[config.mk]
export PLATFORM = sky130hd
export DESIGN_NAME = riscv_hazard_unit
export DESIGN_NICKNAME = d
export VERILOG_FILES = /design/src/rtl/riscv_hazard_unit.sv
export SDC_FILE = /design/constraint.sdc
export NUM_CORES = 1
export LEC_CHECK = 0
export BUFFER_PORTS_ARGS = -buffer_cell sky130_fd_sc_hd__clkbuf_2
export CORE_MARGIN = 10
export CORE_UTILIZATION = 35
export DETAILED_ROUTE_END_ITERATION = 8
export PLACE_DENSITY = 0.56
export RECOVER_POWER = 100
export SLEW_MARGIN = 20
export SYNTH_ARGS = -nofsm -noshare
export SYNTH_HDL_FRONTEND = slang
export SYNTH_SLANG_ARGS = --single-unit
[constraint.sdc]
create_clock -name clk -period 3.05 [get_ports clk]
set_input_delay 0.4575 -clock clk [delete_from_list [all_inputs] [get_ports clk]]
set_output_delay 0.4575 -clock clk [all_outputs]
set_load 0.02 [all_outputs]
[src/rtl/riscv_hazard_unit.sv]
// RAW hazard detection, long-op scoreboard, E-stage forwarding selects and stall counter for F/D/E/M/B.
// Hold/flush are combinational in the cycle. Forward selects, scoreboard and counter update on clk.
module riscv_hazard_unit #(
    parameter int NSRC   = 2,
    parameter int REG_AW = 5,
    parameter int FWD_EN = 1,
    parameter int CNT_W  = 16
) (
    input  logic                     clk,
    input  logic                     rst_n,
    input  logic [NSRC-1:0]          i_src_en,
    input  logic [NSRC*REG_AW-1:0]   i_src_addr,
    input  logic [REG_AW-1:0]        i_dst_addrD,
    input  logic                     i_long_issue,
    input  logic                     i_dst_enE,
    input  logic                     i_dst_enM,
    input  logic                     i_dst_enB,
    input  logic [REG_AW-1:0]        i_dst_addrE,
    input  logic [REG_AW-1:0]        i_dst_addrM,
    input  logic [REG_AW-1:0]        i_dst_addrB,
    input  logic                     i_loadE,
    input  logic                     i_long_done,
    input  logic [REG_AW-1:0]        i_long_done_addr,
    input  logic                     i_ex_branchM,
    input  logic                     i_jalD,
    input  logic                     i_bus_stallM,
    input  logic                     i_cnt_clr,
    output logic                     o_holdF,
    output logic [3:0]               o_hold,
    output logic [3:0]               o_flush,
    output logic [2*NSRC-1:0]        o_fwd_selE,
    output logic [CNT_W-1:0]         o_stall_cnt
);
    localparam int NREG = 1 << REG_AW;

    logic [NREG-1:0]   r_sb;
    logic [2*NSRC-1:0] r_fwd_sel;
    logic [CNT_W-1:0]  r_stall_cnt;

    logic [NSRC-1:0]   w_matchE;
    logic [NSRC-1:0]   w_matchM;
    logic [NSRC-1:0]   w_sb_any;
    logic [NSRC-1:0]   w_sb_wait;
    logic [NSRC-1:0]   w_done_hit;
    logic [2*NSRC-1:0] w_fwd_nxt;
    logic              w_data_stall;
    logic              w_issue;
    logic              w_holdF;
    logic [3:0]        w_hold;
    logic [3:0]        w_flush;
    logic [NREG-1:0]   w_sb_set;
    logic [NREG-1:0]   w_sb_clr;
    logic              w_unused_b;

    // The regfile is write-first, so a B-stage producer is already visible to D.
    assign w_unused_b = ^{i_dst_enB, i_dst_addrB};

    for (genvar k = 0; k < NSRC; k++) begin : g_src
        logic [REG_AW-1:0] w_a;
        logic              w_live;

        assign w_a           = i_src_addr[k*REG_AW +: REG_AW];
        assign w_live        = i_src_en[k] && (w_a != '0);
        assign w_matchE[k]   = w_live && i_dst_enE && (w_a == i_dst_addrE);
        assign w_matchM[k]   = w_live && i_dst_enM && (w_a == i_dst_addrM);
        assign w_done_hit[k] = w_live && i_long_done && (w_a == i_long_done_addr);
        assign w_sb_any[k]   = w_live && r_sb[w_a];
        assign w_sb_wait[k]  = w_sb_any[k] && !w_done_hit[k];
        assign w_fwd_nxt[2*k +: 2] = w_matchE[k]   ? 2'd1 :
                                     w_matchM[k]   ? 2'd2 :
                                     w_done_hit[k] ? 2'd3 : 2'd0;
    end

    assign w_data_stall = (FWD_EN != 0) ? (((|w_matchE) && i_loadE) || (|w_sb_wait))
                                        : ((|w_matchE) || (|w_matchM) || (|w_sb_any));

    assign w_issue = !i_bus_stallM && !i_ex_branchM && !w_data_stall;

    // Gating by rst_n makes an asserted reset release every hold immediately.
    always_comb begin
        w_holdF = 1'b0;
        w_hold  = 4'b0000;
        w_flush = 4'b0000;
        if (!rst_n) begin
            w_holdF = 1'b0;
        end else if (i_bus_stallM) begin
            w_holdF = 1'b1;
            w_hold  = 4'b1111;
        end else if (i_ex_branchM) begin
            w_flush = 4'b1110;
        end else if (w_data_stall) begin
            w_holdF = 1'b1;
            w_hold  = 4'b1000;
            w_flush = 4'b0100;
        end else if (i_jalD) begin
            w_flush = 4'b1000;
        end
    end

    always_ff @(posedge clk or negedge rst_n) begin
        if (!rst_n) begin
            r_fwd_sel <= '0;
        end else if (FWD_EN == 0) begin
            r_fwd_sel <= '0;
        end else if (!w_hold[2]) begin
            if (w_flush[2]) begin
                r_fwd_sel <= '0;
            end else if (w_issue) begin
                r_fwd_sel <= w_fwd_nxt;
            end
        end
    end

    // Set is OR-ed in after the clear so a same-address set/clear leaves the bit set.
    assign w_sb_set = (w_issue && i_long_issue && (i_dst_addrD != '0)) ?
                      (NREG'(1) << i_dst_addrD) : '0;
    assign w_sb_clr = i_long_done ? (NREG'(1) << i_long_done_addr) : '0;

    always_ff @(posedge clk or negedge rst_n) begin
        if (!rst_n) begin
            r_sb <= '0;
        end else begin
            r_sb <= (r_sb & ~w_sb_clr) | w_sb_set;
        end
    end

    always_ff @(posedge clk or negedge rst_n) begin
        if (!rst_n) begin
            r_stall_cnt <= '0;
        end else if (i_cnt_clr) begin
            r_stall_cnt <= '0;
        end else if (w_holdF && (r_stall_cnt != {CNT_W{1'b1}})) begin
            r_stall_cnt <= r_stall_cnt + 1'b1;
        end
    end

    assign o_holdF     = w_holdF;
    assign o_hold      = w_hold;
    assign o_flush     = w_flush;
    assign o_fwd_selE  = r_fwd_sel;
    assign o_stall_cnt = r_stall_cnt;

endmodule

# == Word level (Yosys, flattened, before mapping) ==
# Index checks and enable logic that the tools add are counted.
# totals
register_bits,52
inputBits,49
output_inout_bits,29
word_cells,86
# op_classes
n_addsub,1
magnitude_cmp,2
eq_ne,7
shifts,2
muxes,29
bitwise,4
n_reduce_logical,38
# op_table
cell,n
$mux 32,2
$shl 1x5->32 const A,2
$mux 4,11
$and 32x32->32,1
$mux 16,2
$not 32->32,1
$or 32x32->32,1
$eq 5x5->1,6
$logic_and 1x1->1,24
$add 16x1->16 const B,1
$ne 16x16->1 const B,1
$reduce_bool 5->1,3
$lt 5x6->1 const B,2
$mux 2,6
$bmux 1 s5,2
$mux 1,6
$logic_not 1->1,5
$reduce_bool 2->1,2
$reduce_or 2->1,2
$reduce_and 2->1,1
$logic_or 1x1->1,1
$not 1->1,1

# == Logic depth before layout (Yosys ltp) ==
# Gate-level depths: netlist of run 1.
# logic_depth
depth_word,15
mapped_depth,12
mapped_depth_nobuf,8

# == Least setup slack after synthesis of run 1 ==
# OpenSTA, ideal clock, no wires.
# synth_timing
path_type,in2reg
start,input i_src_addr[0]
end,register r_sb[19]
setup_ns,0.074
arrival_time_ns,3.161
t_required_ns,2.976
path_slack_ns,-0.185
cell_stages,11
n_path_buf,3
path_cell_list,buf_6 -> mux4_1 -> mux4_2 -> mux2_4 -> nand3b_4 -> nand3_2 -> or3_4 -> buf_6 -> or4_4 -> buf_6 -> o21ai_2
# synth_via
elab_chain_len,14
# synth_lines
item,line,rtl
from (decl),12,"input logic [NSRC*REG_AW-1:0] i_src_addr,"
"parallel branches: the longest is 7 deep, another holds $bmux 1 s5",n/a,
$logic_or 1x1->1 *,74,assign w_data_stall = (FWD_EN != 0) ? (((|w_matchE) && i_loadE) || (|w_sb_wait))
$logic_not 1->1 *,77,assign w_issue = !i_bus_stallM && !i_ex_branchM && !w_data_stall;
$logic_and 1x1->1 *,77,
$logic_and 1x1->1 * (2 in series),115,assign w_sb_set = (w_issue && i_long_issue && (i_dst_addrD != '0)) ?
$mux 32 *,115,
$or 32x32->32 *,123,r_sb <= (r_sb & ~w_sb_clr) | w_sb_set;
to (signal assigned),123,
to (decl),36,logic [NREG-1:0] r_sb;
# Every way passes the cells marked *. The select of a mux whose other input is x is not followed.
# A chain may end at the register's enable or synchronous reset.

# == Worst setup path in the final report of run 1 ==
# layout_timing
start,register r_sb[15]
end,output o_hold[3]
# layout_via
elab_chain_len,10
# layout_lines
item,line,rtl
$bmux 1 s5,67,assign w_sb_any[k] = w_live && r_sb[w_a];
$mux 1 (implied by the code),67,
$logic_and 1x1->1,67,
$logic_and 1x1->1,68,assign w_sb_wait[k] = w_sb_any[k] && !w_done_hit[k];
$reduce_or 2->1 *,74,
$logic_or 1x1->1 *,74,
$mux 4 *,91,end else if (w_data_stall) begin
$mux 4 *,89,end else if (i_ex_branchM) begin
$mux 4 *,86,end else if (i_bus_stallM) begin
$mux 4 *,84,if (!rst_n) begin
to (decl),29,"output logic [3:0] o_hold,"
# Every way passes the cells marked *; elsewhere a longest branch is shown, timed or not. The select of a mux whose other input is x is not followed.

==> out/qor.json, run 1 <==
{
  "skew_pair_late_insertion_delay_ns": 0.33,
  "dp.cells": 579,
  "timing.critical_path.required_ns": 2.59,
  "timing.critical_path.slowest_stage_cell": "sky130_fd_sc_hd__mux4_2",
  "worst-endpoint-arrival_ns": 2.63,
  "static-leakage-power_uw": 0.00181,
  "synth_largest_area_cell": "sky130_fd_sc_hd__dfrtp_1",
  "place_ws_ns": -0.468,
  "synth.avg_cell_area_um2": 9.76,
  "drtIter0Drc": 247,
  "synth.net_count": 409,
  "cts_root_buffer": "sky130_fd_sc_hd__clkbuf_8",
  "max_cap_violations": 0,
  "ys.flop_type": "sky130_fd_sc_hd__dfrtp_1",
  "setup_viol": 9,
  "fp.dieArea_um2": 14400,
  "post_route_cells_drive_above_1_share_pct": 32.2,
  "failed_checks": "hold timing, setup timing",
  "register_area_share_after_synthesis_pct": 37.2,
  "critPathTopFamily": "multiplexers",
  "worst-setup-path-type": "flip-flop to output pin",
  "track_usage_pct": 15.4,
  "fillers": 977,
  "synth_edf_count": 0,
  "holdCritPathClass": "primary input to async pin",
  "power_density_nw_per_um2": 369,
  "placement.cell_area_um2": 4210,
  "chipHeight_um": 120,
  "synth_async_sr_flop_share_pct": 100,
  "slew_violations": 0,
  "detail_route.vias_per_cell": 5.47,
  "run_status": "finished, violations left",
  "place.port_buffers": 70,
  "report.final.hold_viol_count": 1,
  "cts_tree": "yes",
  "num_vias": 3225,
  "critical_path.max_stage_delay_ns": 0.48,
  "start_util_pct": 35.8,
  "netlist_instances": 359,
  "die_width_um": 120,
  "drc": 0,
  "final_core_utilization_pct": 44.7,
  "top_level_ports": 78,
  "first_pass_grt_wire_length_um": 18200,
  "area_used_by_sequential_logic_in_the_layout_um2": 1300,
  "groute.layer.met1.usage_pct": 19.6,
  "detailed_place_hpwl_um": 8510,
  "top_usage_layer": "met2",
  "grt_pass1_vias": 3431,
  "timing.max_slew.rel_slack_pct": 9.83,
  "tightest_slew_ns": 1.35,
  "layout.cell_area.non_filler_um2": 4370,
  "syn_to_final_growth_pct": 24.9,
  "rsz0062_at_grt": "yes",
  "synth.lib_cells_used.distinct": 51,
  "timing.critical_path.fanout_max": 3,
  "ys_top_cells_by_area": "sky130_fd_sc_hd__dfrtp_1 37%, sky130_fd_sc_hd__mux4_2 8.4%, sky130_fd_sc_hd__o21ai_0 6.6%",
  "clk_pin_slew_worst_paths_ns": 0.10,
  "synth_seq_cells": 52,
  "fin_ws_ns": -0.0383,
  "commonest_cells_after_routing_fill_and_taps_aside": "52 x sky130_fd_sc_hd__dfrtp_1, 45 x sky130_fd_sc_hd__o21ai_0, 43 x sky130_fd_sc_hd__clkbuf_2",
  "grt_antenna_before_repair": 0,
  "antenna_violating_nets_post_route": 0,
  "final_common_cell": "sky130_fd_sc_hd__dfrtp_1",
  "synth.cell_area_um2": 3500,
  "instances_no_fill": 590,
  "path_common_cell": "sky130_fd_sc_hd__mux4_2",
  "grt_max_degree": 24,
  "cts-htree-levels": 2,
  "worstSetupStartpointType": "flip-flop",
  "grt_util_met3_pct": 3.00,
  "clock_sink_count": 52,
  "timing.rr.start": "r_sb[15]$_DFF_PN0_",
  "yosysWarnings": 0,
  "num_antenna_cells": 0,
  "finalWeightedCongestion": 0.866,
  "path_buf_inv": 2,
  "cts_hold_buffers": 0,
  "drt-pass1-iter-count": 4,
  "worst_path_cell_trace": "mux4_2 > mux4_2 > mux2_4 > nand3b_4 > buf_6 > a31oi_4 > o21a_1 > clkbuf_8",
  "drt-total-wl_um": 10800,
  "num_rows": 36,
  "share_of_the_synthesized_area_in_the_top_cell_type_pct": 37.2,
  "cp-end-kind": "output pin",
  "global_route.overflow_total": 0,
  "cp-startpoint": "r_sb[15]$_DFF_PN0_",
  "final.period_utilization_pct": 101,
  "avgRoutedWirePerCell_um": 18.4,
  "use_met2_pct": 25.8,
  "final_net_count": 506,
  "clk_path_buf_depth": 2,
  "multi_input_comb_area_um2": 2070,
  "cts_buffers": 5,
  "worst_voltage_drop_across_the_vdd_grid_mv": 0.153,
  "fmaxAchievable_mhz": 324,
  "worst_hold_slack_ns": -0.00369,
  "layout_min_cycle_time_ns": 3.09,
  "core_area_um2": 9770,
  "skew_ns": 0.0137
}
-- stage by stage --
| step | power [uW] | setup TNS (ns) |
|---|---|---|
| 6_report | 1610 | -0.156 |
| 5_1_grt | 1700 | -2.06 |
| 4_1_cts | 1620 | -0.130 |
| 3_5_place_dp | 1180 | -17.02 |
| 3_3_place_gp | 1170 | -13.92 |
| 2_1_floorplan | 1010 | -1.04 |
-- cell usage after synthesis (3+ instances only) --
cell type	count
sky130_fd_sc_hd__xor2_1	17
sky130_fd_sc_hd__nor2_1	15
sky130_fd_sc_hd__o31ai_1	4
sky130_fd_sc_hd__or3b_2	3
sky130_fd_sc_hd__o21ai_0	46
sky130_fd_sc_hd__clkbuf_1	17
sky130_fd_sc_hd__mux4_1	3
sky130_fd_sc_hd__mux2i_1	5
sky130_fd_sc_hd__nand3b_1	8
sky130_fd_sc_hd__nor2b_1	5
sky130_fd_sc_hd__mux4_2	13
sky130_fd_sc_hd__inv_1	7
sky130_fd_sc_hd__buf_6	4
sky130_fd_sc_hd__o21a_1	3
sky130_fd_sc_hd__or4_1	9
sky130_fd_sc_hd__nor4_1	5
sky130_fd_sc_hd__xnor2_1	14
sky130_fd_sc_hd__o21ai_1	25
sky130_fd_sc_hd__a31oi_1	3
sky130_fd_sc_hd__dfrtp_1	52
sky130_fd_sc_hd__or2_2	3
sky130_fd_sc_hd__nand2_1	12
sky130_fd_sc_hd__nand4_1	6
sky130_fd_sc_hd__a21oi_1	14
sky130_fd_sc_hd__nand3_1	14
sky130_fd_sc_hd__buf_4	4
sky130_fd_sc_hd__or3_1	9
sky130_fd_sc_hd__o21ai_2	8
-- state kept, by name, indices dropped and copies added, names as in the netlist --
signal       cells
o_fwd_selE       4
o_stall_cnt     16
r_sb            32
-- power breakdown --
part / internal [uW] / switching [uW]
Combinational: 198 / 207
Sequential: 737 / 38.3
Clock: 184 / 250
Total: 1120 / 495
-- cell families after synthesis --
logic type	after synthesis	synth area share [%]
DFF	52	37.2
AOI/OAI and AO/OA	110	18.0
muxes	26	13.8
other	1	0.107
and+or+nand+nor	103	17.8
adders and majority gates	1	0.357
xor gates and xnor gates	31	7.75
buffers and inverters	35	5.11
-- final timing paths --
kind / endpoint / slack (ns) / cells past startpoint
max reg2reg: r_sb[26]$_DFF_PN0_ / -0.02 / 9
max in group asynchronous: r_sb[27]$_DFF_PN0_ / 1.50 / 2
max: o_hold[3] / -0.04 / 8
min in group clk: o_fwd_selE[0]$_DFFE_PN0P_ / 0.51 / 2
min reg2reg: o_fwd_selE[0]$_DFFE_PN0P_ / 0.51 / 2
min: r_sb[11]$_DFF_PN0_ / -0.004 / 1
-- cell type report --
cell class                 count  area share, %
clock buffer                   6           1.89
clock inverter                 2          0.343
inverter                       7          0.601
multi-input combinational    272           47.4
sequential                    52           29.8
tap                          133           3.81
timing repair buffer         118           16.2
-- per-layer routing --
| metal | vias up | routed length (um) | part of all wire (%) |
|---|---|---|---|
| li1 | 1532 | - | - |
| met2 | 80 | 5250 | 48 |
| met5 | - | 0 | 0 |
| met4 | 0 | 106 | 0.98 |
| met1 | 1603 | 4810 | 44 |
| met3 | 10 | 677 | 6.2 |
-- repair_timing --
action	4_1_cts	5_1_grt
setup endpoints to repair	29	22
endpoints found under the hold margin	0	0
pin swaps	4	6
gates cloned	0	0
gates resized for setup	15	17
setup buffers	2	1
(Power assumes the default switching activity.)
==> run 2: changes to the inputs <==
- CORE_UTILIZATION: 35 -> 38
- PLACE_DENSITY: 0.56 -> 0.6
==> out/qor.json, run 2 (synthesized netlist as in run 1, its figures left out) <==
{
  "cts_hold_buffers": {"value": 0, "change": "unchanged"},
  "worst_voltage_drop_across_the_vdd_grid": {"value": 0.187, "unit": "mV", "change": "+22%"},
  "cts_root_buffer": "sky130_fd_sc_hd__clkbuf_8",
  "track_usage": {"value": 15.4, "unit": "%", "change": "+0.026 points"},
  "worstSetupStartpointType": "flip-flop",
  "clk_pin_slew_worst_paths": {"value": 0.11, "unit": "ns", "change": "about the same"},
  "cts_buffers": {"value": 5, "change": "unchanged"},
  "skew_pair_late_insertion_delay": {"value": 0.31, "unit": "ns", "change": "-0.02 ns"},
  "cts-htree-levels": {"value": 2, "change": "unchanged"},
  "holdCritPathClass": "primary input to async pin",
  "final.period_utilization": {"value": 101, "unit": "%", "change": "-0.60 points"},
  "dp.cells": {"value": 548, "change": "-5.4%"},
  "drt-total-wl": {"value": 10600, "unit": "um", "change": "-2.5%"},
  "avgRoutedWirePerCell": {"value": 18.9, "unit": "um", "change": "+3.1%"},
  "drt-pass1-iter-count": {"value": 5, "change": "+1"},
  "die_width": {"value": 116, "unit": "um", "change": "-3.4%"},
  "cp-startpoint": "r_sb[18]$_DFF_PN0_",
  "worst-endpoint-arrival": {"value": 2.61, "unit": "ns", "change": "-0.02 ns"},
  "core_area": {"value": 8850, "unit": "um2", "change": "-9.5%"},
  "largest_register_ff_count": {"value": 32, "change": "unchanged"},
  "num_vias": {"value": 3223, "change": "-0.062%"},
  "detailed_place_hpwl": {"value": 8260, "unit": "um", "change": "-2.9%"},
  "global_route.overflow_total": {"value": 0, "change": "unchanged"},
  "timing.critical_path.required": {"value": 2.59, "unit": "ns", "change": "about the same"},
  "top_register": "r_sb",
  "totalPowerFinal": {"value": 1670, "unit": "uW", "change": "+3.5%"},
  "worstReg2RegEnd": "r_sb[14]$_DFF_PN0_",
  "syn_to_final_growth_pct": 23.8,
  "first_pass_grt_wire_length": {"value": 16500, "unit": "um", "change": "-9.1%"},
  "fillers": {"value": 836, "change": "-14%"},
  "drc": {"value": 0, "change": "unchanged"},
  "timing.rr.start": "r_sb[18]$_DFF_PN0_",
  "grt_max_degree": {"value": 42, "change": "+75%"},
  "fin_ws": {"value": -0.0201, "unit": "ns", "change": "+0.0182 ns"},
  "place_ws": {"value": -0.483, "unit": "ns", "change": "-0.0153 ns"},
  "start_util": {"value": 39.6, "unit": "%", "change": "+3.7 points"},
  "cts_tree": "yes",
  "skew": {"value": 0.0165, "unit": "ns", "change": "+0.00272 ns"},
  "commonest_cells_after_routing_fill_and_taps_aside": "52 x sky130_fd_sc_hd__dfrtp_1, 45 x sky130_fd_sc_hd__o21ai_0, 40 x sky130_fd_sc_hd__clkbuf_2",
  "worst-setup-path-type": "flip-flop to output pin",
  "report.final.hold_viol_count": {"value": 0, "change": "-1"},
  "num_rows": {"value": 34, "change": "-5.6%"},
  "tightest_slew": {"value": 0.535, "unit": "ns", "change": "-0.818 ns"},
  "run_status": "finished, violations left",
  "top_level_ports": {"value": 78, "change": "unchanged"},
  "timing.critical_path.fanout_max": {"value": 3, "change": "unchanged"},
  "setup_viol": {"value": 2, "change": "-7"},
  "final_common_cell": "sky130_fd_sc_hd__dfrtp_1",
  "chipHeight": {"value": 116, "unit": "um", "change": "-3.4%"},
  "layout.cell_area.non_filler": {"value": 4340, "unit": "um2", "change": "-0.86%"},
  "power_density": {"value": 385, "unit": "nW/um2", "change": "+4.4%"},
  "cp-end-kind": "output pin",
  "grt_pass1_vias": {"value": 3206, "change": "-6.6%"},
  "failed_checks": "setup timing",
  "fp.dieArea": {"value": 13500, "unit": "um2", "change": "-6.6%"},
  "worst_hold_slack": {"value": 0.0464, "unit": "ns", "change": "+0.0501 ns"},
  "instances_no_fill": {"value": 558, "change": "-5.4%"},
  "slew_violations": {"value": 0, "change": "unchanged"},
  "timing.max_slew.rel_slack": {"value": 64.0, "unit": "%", "change": "+54 points"},
  "num_antenna_cells": {"value": 0, "change": "unchanged"},
  "layout_min_cycle_time": {"value": 3.07, "unit": "ns", "change": "-0.0182 ns"},
  "antenna_violating_nets_post_route": {"value": 0, "change": "unchanged"},
  "grt_antenna_before_repair": {"value": 0, "change": "unchanged"},
  "place.port_buffers": {"value": 70, "change": "unchanged"},
  "fmaxAchievable": {"value": 326, "unit": "MHz", "change": "+0.59%"},
  "reg2reg_depth": {"value": 9, "change": "unchanged"},
  "placement.cell_area": {"value": 4140, "unit": "um2", "change": "-1.8%"},
  "max_cap_violations": {"value": 0, "change": "unchanged"},
  "finalWeightedCongestion": {"value": 0.843, "change": "-2.6%"},
  "clock_sink_count": {"value": 52, "change": "unchanged"},
  "drtIter0Drc": {"value": 271, "change": "+9.7%"},
  "post_route_cells_drive_above_1_share": {"value": 32.0, "unit": "%", "change": "-0.17 points"},
  "clk_path_buf_depth": {"value": 2, "change": "unchanged"},
  "detail_route.vias_per_cell": {"value": 5.78, "change": "+5.7%"},
  "final_net_count": {"value": 499, "change": "-1.4%"},
  "ff_to_ff_setup_slack": {"value": 0, "unit": "ns", "change": "+0.02 ns"},
  "static-leakage-power": {"value": 0.00180, "unit": "uW", "change": "-0.41%"},
  "rsz0062_at_grt": "yes"
}
==> run 2: layout make-up <==
class / instances / area, um2 / share of cell area [%]
Multi-Input combinational cell: 272 / 2070 / 47.8
Sequential cell: 52 / 1300 / 30.0
Timing Repair Buffer: 111 / 686 / 15.8
Tap cell: 108 / 135 / 3.12
Clock buffer: 5 / 68.8 / 1.59
Clock inverter: 3 / 46.3 / 1.07
Inverter: 7 / 26.3 / 0.606
==> run 2: worst max path at each step <==
stage,to,slack [ns],cells after the start
after floorplan,r_sb[19]$_DFF_PN0_,-0.10,11
final,o_holdF,-0.02,8
after detailed placement,r_sb[28]$_DFF_PN0_,-0.48,9
after CTS,o_holdF,-0.02,8
after global routing,o_hold[3],-0.09,8
after global placement,r_sb[29]$_DFF_PN0_,-0.41,9
==> run 2: critical path: stages, from the launching register on <==
cell and delay [ns]:
sky130_fd_sc_hd__dfrtp_1 0.42, sky130_fd_sc_hd__mux4_2 0.50, sky130_fd_sc_hd__mux4_2 0.47, sky130_fd_sc_hd__mux2_4 0.29, sky130_fd_sc_hd__nand3b_4 0.09, sky130_fd_sc_hd__buf_6 0.11, sky130_fd_sc_hd__a31oi_4 0.07, sky130_fd_sc_hd__o21a_1 0.21
sky130_fd_sc_hd__clkbuf_8 0.16
==> run 2: stage by stage <==
| stage | util (%) | setup TNS, ns |
|---|---|---|
| global route | 49.0 | -1.23 |
| finish | 49.0 | -0.0402 |
| floorplan | - | -1.04 |
| CTS | 48.7 | -0.0373 |
| detailed placement | 46.7 | -17.21 |
| global placement | 46.7 | -14.49 |
==> run 2: power by group <==
group | total [uW] | leakage (uW) | internal (uW) | switching, uW
Clock | 487 | 0.0000548 | 248 | 240
Combinational | 407 | 0.00103 | 199 | 208
Sequential | 777 | 0.000712 | 737 | 40.3
Total | 1670 | 0.00180 | 1180 | 488
==> run 2: what timing repair did <==
item                                    4_1_cts  5_1_grt
setup buffers                                 2        0
pin swaps                                     3        6
gates resized for setup                      13       19
endpoints found under the setup margin       35       22
==> run 2: layer usage <==
layer  GRT usage [%]  share of wire [%]  vias to the layer above
li1                -                  -                     1508
met1            19.4                 43                     1553
met2            25.6                 48                      147
met3            3.51                7.8                       15
met4            4.92                1.8                        0
met5               0                  0                        -
==> run 3: changes to the inputs <==
- BUFFER_PORTS_ARGS: -buffer_cell sky130_fd_sc_hd__clkbuf_2 -> default
- DONT_BUFFER_PORTS: default -> 1
- PLACE_DENSITY: 0.6 -> 0.52
- SETUP_SLACK_MARGIN: default -> 0.15
==> out/qor.json, run 3 (synthesized netlist as in run 1, its figures left out) <==
{
  "first_pass_grt_wire_length": {"value": 16300, "unit": "um", "change": "-1.1%"},
  "final.period_utilization": {"value": 101, "unit": "%", "change": "+0.72 points"},
  "fin_ws": {"value": -0.0421, "unit": "ns", "change": "-0.0220 ns"},
  "clk_path_buf_depth": {"value": 2, "change": "unchanged"},
  "final_common_cell": "sky130_fd_sc_hd__dfrtp_1",
  "drt-total-wl": {"value": 10700, "unit": "um", "change": "+1.1%"},
  "global_route.overflow_total": {"value": 0, "change": "unchanged"},
  "num_vias": {"value": 2919, "change": "-9.4%"},
  "num_antenna_cells": {"value": 0, "change": "unchanged"},
  "num_rows": {"value": 34, "change": "unchanged"},
  "cts_root_buffer": "sky130_fd_sc_hd__clkbuf_8",
  "failed_checks": "setup timing",
  "power_density": {"value": 395, "unit": "nW/um2", "change": "+2.4%"},
  "chipHeight": {"value": 116, "unit": "um", "change": "unchanged"},
  "grt_pass1_vias": {"value": 2935, "change": "-8.5%"},
  "p_clk_share": {"value": 31.1, "unit": "%", "change": "+1.9 points"},
  "holdCritPathClass": "primary input to async pin",
  "worst-setup-path-type": "flip-flop to flip-flop",
  "share_comb_of_total_power": {"value": 20.4, "unit": "%", "change": "-3.9 points"},
  "detailed_place_hpwl": {"value": 7490, "unit": "um", "change": "-9.3%"},
  "finalWeightedCongestion": {"value": 0.830, "change": "-1.6%"},
  "rsz0062_at_grt": "yes",
  "timing.critical_path.required": {"value": 3.29, "unit": "ns", "change": "+0.70 ns"},
  "post_route_cells_drive_above_1_share": {"value": 29.4, "unit": "%", "change": "-2.6 points"},
  "die_width": {"value": 116, "unit": "um", "change": "unchanged"},
  "fp.dieArea": {"value": 13500, "unit": "um2", "change": "unchanged"},
  "run_status": "finished, violations left",
  "worst_voltage_drop_across_the_vdd_grid": {"value": 0.169, "unit": "mV", "change": "-9.5%"},
  "place.port_buffers": {"value": 0, "change": "-100%"},
  "drt-pass1-iter-count": {"value": 5, "change": "unchanged"},
  "largest_register_ff_count": {"value": 32, "change": "unchanged"},
  "cts_buffers": {"value": 5, "change": "unchanged"},
  "p_sw": {"value": 443, "unit": "uW", "change": "-9.2%"},
  "final_net_count": {"value": 416, "change": "-17%"},
  "path_common_cell": "sky130_fd_sc_hd__mux4_2",
  "timing.max_slew.rel_slack": {"value": 13.8, "unit": "%", "change": "-50 points"},
  "grt_antenna_before_repair": {"value": 0, "change": "unchanged"},
  "worst_hold_slack": {"value": 0.0475, "unit": "ns", "change": "+0.00105 ns"},
  "layout_min_cycle_time": {"value": 3.09, "unit": "ns", "change": "+0.0220 ns"},
  "reg2reg_depth": {"value": 9, "change": "unchanged"},
  "cts_tree": "yes",
  "static-leakage-power": {"value": 0.00158, "unit": "uW", "change": "-12%"},
  "timing.critical_path.slowest_stage_cell": "sky130_fd_sc_hd__mux4_2",
  "fmaxAchievable": {"value": 323, "unit": "MHz", "change": "-0.71%"},
  "critical_path.max_stage_delay": {"value": 0.49, "unit": "ns", "change": "about the same"},
  "cp-end-kind": "flip-flop",
  "max_cap_violations": {"value": 0, "change": "unchanged"},
  "top_register": "r_sb",
  "worstSetupStartpointType": "flip-flop",
  "track_usage": {"value": 15.4, "unit": "%", "change": "about the same"},
  "drc": {"value": 0, "change": "unchanged"},
  "worst-endpoint-arrival": {"value": 3.33, "unit": "ns", "change": "+0.72 ns"},
  "setup-tns-final": {"value": -0.132, "unit": "ns", "change": "-0.0918 ns"},
  "grt_max_degree": {"value": 57, "change": "+36%"},
  "slew_violations": {"value": 0, "change": "unchanged"},
  "seq_power_share": {"value": 48.5, "unit": "%", "change": "+2.0 points"},
  "worst_path_cell_trace": "mux4_2 > mux4_2 > mux2_4 > nand3b_4 > nand3_2 > or3_4 > or4_4 > buf_8 > o21ai_2",
  "avgRoutedWirePerCell": {"value": 22.5, "unit": "um", "change": "+19%"},
  "fillers": {"value": 835, "change": "-0.12%"},
  "drtIter0Drc": {"value": 226, "change": "-17%"},
  "antenna_violating_nets_post_route": {"value": 0, "change": "unchanged"},
  "report.final.hold_viol_count": {"value": 0, "change": "unchanged"},
  "setup_viol": {"value": 10, "change": "+8"},
  "tightest_slew": {"value": 1.29, "unit": "ns", "change": "+0.758 ns"},
  "clk_pin_slew_worst_paths": {"value": 0.11, "unit": "ns", "change": "about the same"},
  "core_area": {"value": 8850, "unit": "um2", "change": "unchanged"},
  "syn_to_final_growth_pct": 15.8,
  "start_util": {"value": 39.6, "unit": "%", "change": "unchanged"},
  "skew": {"value": 0.0118, "unit": "ns", "change": "-0.00462 ns"},
  "detail_route.vias_per_cell": {"value": 6.15, "change": "+6.4%"},
  "cts-htree-levels": {"value": 2, "change": "unchanged"},
  "commonest_cells_after_routing_fill_and_taps_aside": "52 x sky130_fd_sc_hd__dfrtp_1, 44 x sky130_fd_sc_hd__o21ai_0, 30 x sky130_fd_sc_hd__o21ai_2",
  "skew_pair_late_insertion_delay": {"value": 0.32, "unit": "ns", "change": "about the same"},
  "top_level_ports": {"value": 78, "change": "unchanged"},
  "internal_power_consumption": {"value": 1160, "unit": "uW", "change": "-2.3%"},
  "switching_share": {"value": 27.7, "unit": "%", "change": "-1.5 points"},
  "clock_sink_count": {"value": 52, "change": "unchanged"},
  "timing.critical_path.fanout_max": {"value": 8, "change": "+5"}
}
-- run 3: path summary, 6_finish.rpt --
kind	from	to	slack (ns)
min in group clk	i_cnt_clr	o_stall_cnt[11]$_DFFE_PN0P_	0.18
hold / removal	rst_n	r_sb[12]$_DFF_PN0_	0.05
setup reg to reg	r_sb[15]$_DFF_PN0_	r_sb[27]$_DFF_PN0_	-0.04
hold reg to reg	r_sb[0]$_DFF_PN0_	r_sb[0]$_DFF_PN0_	0.56
max in group asynchronous	rst_n	r_sb[6]$_DFF_PN0_	1.79
setup / recovery	r_sb[15]$_DFF_PN0_	r_sb[27]$_DFF_PN0_	-0.04
-- run 3: repair_timing --
action / 4_1_cts / 5_1_grt
cloned: 0 / 0
endpoints found under the hold margin: 52 / 52
pin swaps: 4 / 9
buffers inserted: 4 / 1
endpoints found under the setup margin: 36 / 47
gates resized for setup: 21 / 29
-- run 3: cell type report --
cell class	count	area, um2	area share (%)
repair buffers	28	268	6.60
clock inverters	3	42.5	1.05
multi-input cells	272	2210	54.6
clock buffers	5	68.8	1.70
inverters	7	26.3	0.648
flip-flops and latches	52	1300	32.1
well taps	108	135	3.33
-- run 3: power by group through the flow --
stage / Combinational, uW / Sequential, uW / Clock, uW
finish: 326 / 776 / 498
global route: 357 / 781 / 526
CTS: 285 / 774 / 496
detailed placement: 264 / 788 / 0
global placement: 261 / 787 / 0
floorplan: 236 / 776 / 0
-- run 3: critical path, delay by kind of cell, from the launching register on --
kind / cells / cell delay, ns
multiplexers: 3 / 1.27
buffers and inverters: 1 / 0.16
flip-flops: 1 / 0.42
AND/OR/NAND/NOR: 4 / 1.03
AO/OA/AOI/OAI: 1 / 0.13
-- run 3: metal layers --
metal	track usage [%]	vias to the layer above	share of wire, %
met5	0	-	0
met4	5.25	0	1.5
met3	4.86	14	8.5
met2	24.6	93	48
met1	19.3	1467	42
li1	-	1345	-
-- run 3: metrics by stage --
step	utilization, %	power [uW]	cell area (um2)	std cells	setup WS [ns]
finish	45.8	1600	4050	475	-0.0421
global route	45.8	1660	4050	475	-0.141
CTS	43.6	1560	3850	470	-0.00325
detailed placement	41.0	1050	3620	458	-0.0971
global placement	41.0	1050	3620	458	-0.0696
floorplan	-	1010	3520	359	-0.104
